`config.mk`:
```
export PLATFORM = sky130hd
export DESIGN_NAME = reset_sequencer
export DESIGN_NICKNAME = d
export VERILOG_FILES = /design/src/rtl/reset_sequencer_pkg.sv /design/src/rtl/reset_sequencer_lock.sv /design/src/rtl/reset_sequencer.sv
export SDC_FILE = /design/constraint.sdc
export NUM_CORES = 1
export LEC_CHECK = 0
export CAP_MARGIN = 20
export CORE_MARGIN = 5
export CORE_UTILIZATION = 51
export DETAILED_ROUTE_END_ITERATION = 8
export PLACE_DENSITY = 0.69
export SYNTH_ARGS = -nofsm -noshare
export SYNTH_HDL_FRONTEND = slang
export SYNTH_SLANG_ARGS = --single-unit
```
`constraint.sdc`:
```
create_clock -name clk_i -period 2.6 [get_ports clk_i]
set_input_delay 0.52 -clock clk_i [delete_from_list [all_inputs] [get_ports clk_i]]
set_output_delay 0.52 -clock clk_i [all_outputs]
set_load 0.02 [all_outputs]
```
`src/rtl/reset_sequencer_pkg.sv`:
```
// Shared types and sizing helpers for the reset sequencer.
package reset_sequencer_pkg;

  typedef enum logic [1:0] {
    WAIT_LOCK = 2'd0,
    HOLD      = 2'd1,
    RELEASE   = 2'd2,
    RUN       = 2'd3
  } seq_state_e;

  // Width that holds the largest of the three timing parameters without wrapping.
  function automatic int cnt_w(input int a, input int b, input int c);
    int m;
    m = a;
    if (b > m) m = b;
    if (c > m) m = c;
    return $clog2(m + 1);
  endfunction

endpackage

```
`src/rtl/reset_sequencer_lock.sv`:
```
// Consecutive-high filter: stable_o once raw_i has been sampled high LockFilter times in a row.
module lock_filter #(
  parameter int LockFilter = 8
) (
  input  logic clk_i,
  input  logic rst_i,
  input  logic raw_i,
  output logic stable_o
);

  localparam int W = $clog2(LockFilter + 1);
  localparam logic [W-1:0] CntMax = W'(LockFilter);

  logic [W-1:0] r_cnt;

  always_ff @(posedge clk_i) begin
    if (rst_i || !raw_i)
      r_cnt <= '0;
    else if (r_cnt != CntMax)
      r_cnt <= r_cnt + 1'b1;
  end

  assign stable_o = (r_cnt == CntMax);

endmodule

```
`src/rtl/reset_sequencer.sv`:
```
// Orders per-subsystem reset releases after a filtered PLL lock and a minimum hold time.
module reset_sequencer
  import reset_sequencer_pkg::*;
#(
  parameter int NumOutputs = 3,
  parameter int LockFilter = 8,
  parameter int HoldCycles = 1024,
  parameter int StageGap   = 16
) (
  input  logic                  clk_i,
  input  logic                  rst_i,
  input  logic                  pll_locked_i,
  input  logic                  sw_rst_i,
  output logic [NumOutputs-1:0] rst_o,
  output logic                  ready_o,
  output logic                  fault_o
);

  localparam int CW = cnt_w(LockFilter, HoldCycles, StageGap);
  localparam int IW = $clog2(NumOutputs + 1);
  localparam logic [CW-1:0] HoldLast = CW'(HoldCycles - 1);
  localparam logic [CW-1:0] GapLast  = CW'(StageGap - 1);
  localparam logic [IW-1:0] IdxLast  = IW'(NumOutputs - 1);

  generate
    if (NumOutputs < 1 || NumOutputs > 16) begin : g_bad_num_outputs
      $error("reset_sequencer: NumOutputs must be in 1..16");
    end
    if (LockFilter < 1) begin : g_bad_lock_filter
      $error("reset_sequencer: LockFilter must be >= 1");
    end
    if (HoldCycles < 1) begin : g_bad_hold_cycles
      $error("reset_sequencer: HoldCycles must be >= 1");
    end
    if (StageGap < 1) begin : g_bad_stage_gap
      $error("reset_sequencer: StageGap must be >= 1");
    end
  endgenerate

  seq_state_e            r_state, w_state;
  logic [CW-1:0]         r_cnt, w_cnt, w_cnt_inc;
  logic [IW-1:0]         r_idx, w_idx;
  logic [NumOutputs-1:0] r_rst, w_rst;
  logic                  r_ready, w_ready;
  logic                  r_fault, w_fault;
  logic                  w_stable;

  lock_filter #(.LockFilter(LockFilter)) u_lock_filter (
    .clk_i    (clk_i),
    .rst_i    (rst_i),
    .raw_i    (pll_locked_i),
    .stable_o (w_stable)
  );

  assign w_cnt_inc = (&r_cnt) ? r_cnt : r_cnt + 1'b1;

  always_comb begin
    w_state = r_state;
    w_cnt   = r_cnt;
    w_idx   = r_idx;
    w_rst   = r_rst;
    w_ready = r_ready;
    w_fault = r_fault;

    // Releases go in index order, so shifting a zero in from bit 0 frees the next stage.
    case (r_state)
      WAIT_LOCK: begin
        if (w_stable && pll_locked_i) begin
          w_state = HOLD;
          w_cnt   = '0;
        end
      end
      HOLD: begin
        if (r_cnt == HoldLast) begin
          w_cnt = '0;
          w_rst = r_rst << 1;
          w_idx = IW'(1);
          if (NumOutputs == 1) begin
            w_state = RUN;
            w_ready = 1'b1;
          end else begin
            w_state = RELEASE;
          end
        end else begin
          w_cnt = w_cnt_inc;
        end
      end
      RELEASE: begin
        if (r_cnt == GapLast) begin
          w_cnt = '0;
          w_rst = r_rst << 1;
          w_idx = r_idx + 1'b1;
          if (r_idx == IdxLast) begin
            w_state = RUN;
            w_ready = 1'b1;
          end
        end else begin
          w_cnt = w_cnt_inc;
        end
      end
      default: ;
    endcase

    // Lock loss outranks a soft reset; neither applies while still filtering lock.
    if (r_state != WAIT_LOCK) begin
      if (!pll_locked_i) begin
        w_state = WAIT_LOCK;
        w_cnt   = '0;
        w_idx   = '0;
        w_rst   = '1;
        w_ready = 1'b0;
        if (r_state == RUN) w_fault = 1'b1;
      end else if (sw_rst_i) begin
        w_state = HOLD;
        w_cnt   = '0;
        w_idx   = '0;
        w_rst   = '1;
        w_ready = 1'b0;
      end
    end
  end

  always_ff @(posedge clk_i) begin
    if (rst_i) begin
      r_state <= WAIT_LOCK;
      r_cnt   <= '0;
      r_idx   <= '0;
      r_rst   <= '1;
      r_ready <= 1'b0;
      r_fault <= 1'b0;
    end else begin
      r_state <= w_state;
      r_cnt   <= w_cnt;
      r_idx   <= w_idx;
      r_rst   <= w_rst;
      r_ready <= w_ready;
      r_fault <= w_fault;
    end
  end

  assign rst_o   = r_rst;
  assign ready_o = r_ready;
  assign fault_o = r_fault;

endmodule

```
# Word level (Yosys, flattened, before mapping)
# Cells that the tools add are included.
dict set report op_classes {
  n_mux 34
  eq_ne 8
  n_bitwise 1
  n_reduce_logical 7
  n_addsub 3
}
# op n
set op_table {}
lappend op_table {{11-bit 2-to-1 mux} 7}
lappend op_table {{11-bit case mux with 3 select lines} 1}
lappend op_table {{2-bit 2-to-1 mux} 12}
lappend op_table {{3-bit 2-to-1 mux} 5}
lappend op_table {{11-bit by 1-bit adder with 11-bit output (second input constant)} 1}
lappend op_table {{11-bit by 10-bit == test with 1-bit output (second input constant)} 1}
lappend op_table {{11-bit by 4-bit == test with 1-bit output (second input constant)} 1}
lappend op_table {{11-bit AND reduction} 1}
lappend op_table {{2-bit == test (second input constant)} 3}
lappend op_table {{1-bit 2-to-1 mux} 6}
lappend op_table {{2-bit case mux with 3 select lines} 1}
lappend op_table {{3-bit case mux with 2 select lines} 1}
lappend op_table {{4-bit by 1-bit adder with 4-bit output (second input constant)} 1}
lappend op_table {{4-bit == test (second input constant)} 1}
lappend op_table {{4-bit != test (second input constant)} 1}
lappend op_table {{2-bit case mux with 2 select lines} 1}
lappend op_table {{3-bit AND reduction} 1}
lappend op_table {{2-bit by 1-bit adder with 2-bit output (second input constant)} 1}
lappend op_table {{2-bit by 1-bit == test with 1-bit output (second input constant)} 1}
lappend op_table {{2-bit zero test} 1}
lappend op_table {{2-bit nonzero test} 1}
lappend op_table {{1-bit logical AND} 1}
lappend op_table {{1-bit zero test} 1}
lappend op_table {{1-bit logical OR} 1}
lappend op_table {{1-bit inverter} 1}
dict set report totals {
  ff_bits 24
  wordCells 60
}

# Logic depth before layout (Yosys ltp)
dict set report logic_depth {
  ltp_word 7
  mapped_depth 8
  mapped_depth_nobuf 7
}

# Cells and area by module
# A second synthesis with hierarchy kept.
dict set report hier_totals {
  hier_cells 174
  hier_area_um2 1465.2
}
# module instances cells_per_inst seq_area_each_um2 area_each_um2
set by_module_without_submodules {}
lappend by_module_without_submodules {reset_sequencer 1 152 400.4 1217.4}
lappend by_module_without_submodules {lock_filter 1 22 80.1 247.7}

# Worst setup path after synthesis
# No wires, ideal clock.
dict set report synth_path {
  kind {register to register}
  from {register r_state[0]}
  to {register r_cnt[0]}
  path_slack_ns 0.644
  stages_incl_launch_ff 8
  path_buffers 1
  arrival_ns 1.836
  setup_time_ns 0.121
  cell_sequence {dfxtp_1 > inv_1 > ha_1 > clkbuf_1 > o21bai_1 > nor2_1 > and3_2 > mux2_2}
}
dict set report synth_between {
  elab_chain_len 5
  elab_cells_between_ends 8
}
# item line_no
set synth_rtl {}
lappend synth_rtl {{start, declared} reset_sequencer.sv:40} ;# seq_state_e r_state, w_state;
lappend synth_rtl {{start signal, assigned} reset_sequencer.sv:132} ;# r_state <= w_state;
lappend synth_rtl {{2-bit == test, or another cell as far along} reset_sequencer.sv:66} ;# case (r_state)
lappend synth_rtl {{11-bit case mux with 3 select lines} reset_sequencer.sv:66}
lappend synth_rtl {{11-bit 2-to-1 mux} reset_sequencer.sv:113} ;# end else if (sw_rst_i) begin
lappend synth_rtl {{11-bit 2-to-1 mux} reset_sequencer.sv:106} ;# if (!pll_locked_i) begin
lappend synth_rtl {{11-bit 2-to-1 mux (*)} reset_sequencer.sv:105} ;# if (r_state != WAIT_LOCK) begin
lappend synth_rtl {{end signal, assigned} reset_sequencer.sv:133} ;# r_cnt <= w_cnt;
lappend synth_rtl {{end, declared} reset_sequencer.sv:41} ;# logic [CW-1:0] r_cnt, w_cnt, w_cnt_inc;
# Every way passes the cells marked *; elsewhere a longest branch is shown, timed or not.
# A chain may end at the register's enable or synchronous reset.

# Final worst setup path
dict set report layout_path {
  from {register r_cnt[0]}
  to {register r_cnt[3]}
}
dict set report layout_between {
  elab_chain_len 7
  elab_cells_between_ends 11
}
# item line_no
set layout_rtl {}
lappend layout_rtl {{11-bit by 1-bit adder with 11-bit output / 11-bit AND reduction (equally long branches)} reset_sequencer.sv:55} ;# assign w_cnt_inc = (&r_cnt) ? r_cnt : r_cnt + 1'b1;
lappend layout_rtl {{11-bit 2-to-1 mux} reset_sequencer.sv:55}
lappend layout_rtl {{11-bit 2-to-1 mux (on tied branches)} {reset_sequencer.sv:89, reset_sequencer.sv:74}}
lappend layout_rtl {{11-bit case mux with 3 select lines (*)} reset_sequencer.sv:66}
lappend layout_rtl {{11-bit 2-to-1 mux} reset_sequencer.sv:113}
lappend layout_rtl {{11-bit 2-to-1 mux} reset_sequencer.sv:106}
lappend layout_rtl {{11-bit 2-to-1 mux (*)} reset_sequencer.sv:105}
# Marked as above.

==> reports/metrics.yaml <==
outcome:
  status: "complete, no violations"
clock_network:
  cts_hold_buf: 0
  clk_latency_ns: 0.32
  cts_setup_buffers: 0
  clk_pin_slew_ns: 0.14
  htree_levels: 1
  cts-root-buf: "clkbuf_4"
  cts_sinks: 24
  cts_resized: 0
  tritoncts: "done"
  cts_buffers: 3
  clk_path_buf_depth: 2
setup_path:
  r2r_start: "r_cnt[0]"
  critPathLaunch: "r_cnt[0]"
  crit_type: "flop to flop"
  start_kind: "flop"
  critPathCaptureType: "flop"
  cp_slowest_cell: "or3_4"
  cpLargestDelayFamily: "simple AND/OR/NAND/NOR gates"
  critical_path_required_ns: 2.86
  crit_arrival_ns: 2.33
  path_buf_inv: 0
  path_max_fanout: 6
  critPathMaxStageDelay_ns: 0.43
  crit_chain: "ha_1 -> nand4_1 -> or3_4 -> and3_4 -> or4_1 -> a31oi_1"
placement:
  numPortBuffers: 8
  dpl-instance-area_mm2: 0.00145
  dp_hpwl_um: 2230
  pre_cts_ws_ns: 0.364
  gp_congestion: 0.845
detailed_routing:
  final_antenna_net_count: 0
  post_drt_wl_per_cell_um: 14.9
  vias: 1216
  drc: 0
  routed_via_density: 6.17
  wl_um: 2930
  drt_first_iter_violations: 46
  dr.pass1.iters: 4
timing:
  finalClockSkew_ns: 0.00296
  tns_ns: 0
  fmax_ghz: 0.482
  finalCriticalPeriod_ns: 2.08
  drv_slew: 0
  rsz0062_at_grt: "false"
  tightest_slew_ns: 0.405
  setup_slack_ns: 0.525
  setup_viol: 0
  slew-limit-headroom: 0.723
  finalHoldViolCount: 0
  post-route-period-util: 0.798
layout:
  n_antenna_cell: 0
  area_growth_pct: 12.2
  final_area_mm2: 0.00150
  final_nets: 181
  final_util: 0.602
  drive_gt1_frac: 0.0778
power:
  power_leakage_nw: 0.544
  power_density_mw_per_mm2: 582
  vdd_drop_max_mv: 0.398
global_routing:
  antenna_found_initial: 0
  grt_pass1_vias: 1197
  grt_overflow: 0
  grt_start_max_net_pins: 15
  grt_pass1_wl_um: 5260
  grt_usage: 0.184
min_path:
  min_path_type: "flop to flop"
  hp-start: "fault_o"
synth:
  synth.avg_cell_area_um2: 8.48
  yosys_warnings: 0
  ys.flop_type: "dfxtp_1"
  syn_inst: 158
  seq_area_frac_synth: 0.359
  synthArstFlopShare: 0
  synth_enable_flop_cells: 0
  synth_fp_nets: 171
  netlist_area_mm2: 0.00134
  ys_types: 47
  synth.ff_latch_count: 24
floorplanning:
  die_w_um: 61.3
  start_util: 0.536
  num_io_pins: 9
  chipHeight_um: 61.3
  die-area_mm2: 0.00375
  rows: 18
  core_area_mm2: 0.00250
run:
  drv_cap: 0
[kinds of logic after synthesis]
logic type                 count (synthesis)  share of synthesized area
and+or+nand+nor                           62                      0.253
AOI/OAI and AO/OA                         43                      0.225
DFF                                       24                      0.359
buffers and inverters                     15                     0.0439
adders and majority gates                  9                     0.0840
xor gates and xnor gates                   3                     0.0196
muxes                                      2                     0.0159
[cells in the final DEF (no fill, tap or decap), types with 2 or more instances in the layout]
master            n
dfxtp_1          24
nor2_1           17
inv_1            10
a21oi_1           9
ha_1              9
nor3_1            8
clkdlybuf4s50_1   8
a31oi_1           7
nand3_1           7
nand2_1           7
a21o_1            5
nand4_1           4
o21ai_0           4
nand2b_1          3
clkbuf_4          3
nor2b_1           2
and3_1            2
nor4_1            2
a41oi_1           2
a221o_1           2
xnor2_1           2
a311oi_1          2
buf_4             2
[per-stage QoR]
| stage | cells | power, mW | hold WS [ns] |
|---|---|---|---|
| floorplan | 158 | 0.546 | 0.448 |
| global placement | 193 | 0.605 | 0.456 |
| detailed placement | 193 | 0.610 | 0.460 |
| CTS | 197 | 0.883 | 0.495 |
| global route | 197 | 0.931 | 0.522 |
| finish | 197 | 0.875 | 0.486 |
[per-layer routing]
layer,vias up,GRT usage,wire (um)
met2,44,0.304,1430
met4,0,0.0650,36
met5,-,0,0
met1,560,0.238,1310
met3,4,0.0377,164
li1,608,-,-
[area by class of cell]
type	instances	area (um2)
repair buffers	10	95.1
well taps	30	37.5
clock buffers	3	22.5
inverters	10	37.5
fillers	232	996
clock inverters	1	30.0
flip-flops and latches	24	480
multi-input cells	119	801
[worst reg2reg max path, stage by stage, from the launching register on]
cell	delay (ns)
dfxtp_1	0.38
ha_1	0.27
nand4_1	0.19
or3_4	0.43
and3_4	0.19
or4_1	0.40
a31oi_1	0.16
[power breakdown]
part	switching (mW)	internal [mW]	total (mW)	leakage (nW)
combinational	0.116	0.0829	0.198	0.322
clock	0.117	0.156	0.273	0.0279
sequential	0.0162	0.387	0.403	0.194
total	0.249	0.626	0.875	0.544
[sequential cells by signal, summed over array words and instances (netlist names)]
register	flops
r_cnt	11
u_lock_filter.r_cnt	4
rst_o	3
r_idx	2
r_state	2
fault_o	1
ready_o	1
[worst paths after layout]
kind                   end  slack, ns  cells past startpoint
hold / removal     fault_o       0.49                      2
setup reg to reg  r_cnt[3]       0.52                      6
setup / recovery  r_cnt[3]       0.52                      6
hold reg to reg    fault_o       0.49                      2
[cells in the mapped netlist (2+ instances only)]
library cell	number	area share
ha_1	9	0.084
a221o_1	2	0.015
and3_1	2	0.0093
clkbuf_1	3	0.0084
nand2b_1	3	0.014
inv_1	10	0.028
a21oi_1	9	0.034
a41oi_1	2	0.013
dfxtp_1	24	0.36
nand3_1	7	0.026
nand4_1	4	0.019
o21ai_0	4	0.015
nor3_1	8	0.030
nand2_1	7	0.020
xnor2_1	2	0.013
nor2_1	17	0.048
nor4_1	2	0.0093
nor2b_1	2	0.0093
a311oi_1	2	0.013
a31oi_1	7	0.033
buf_2	2	0.0075
a21o_1	5	0.028
No activity file was read; power rests on OpenSTA's default activity.
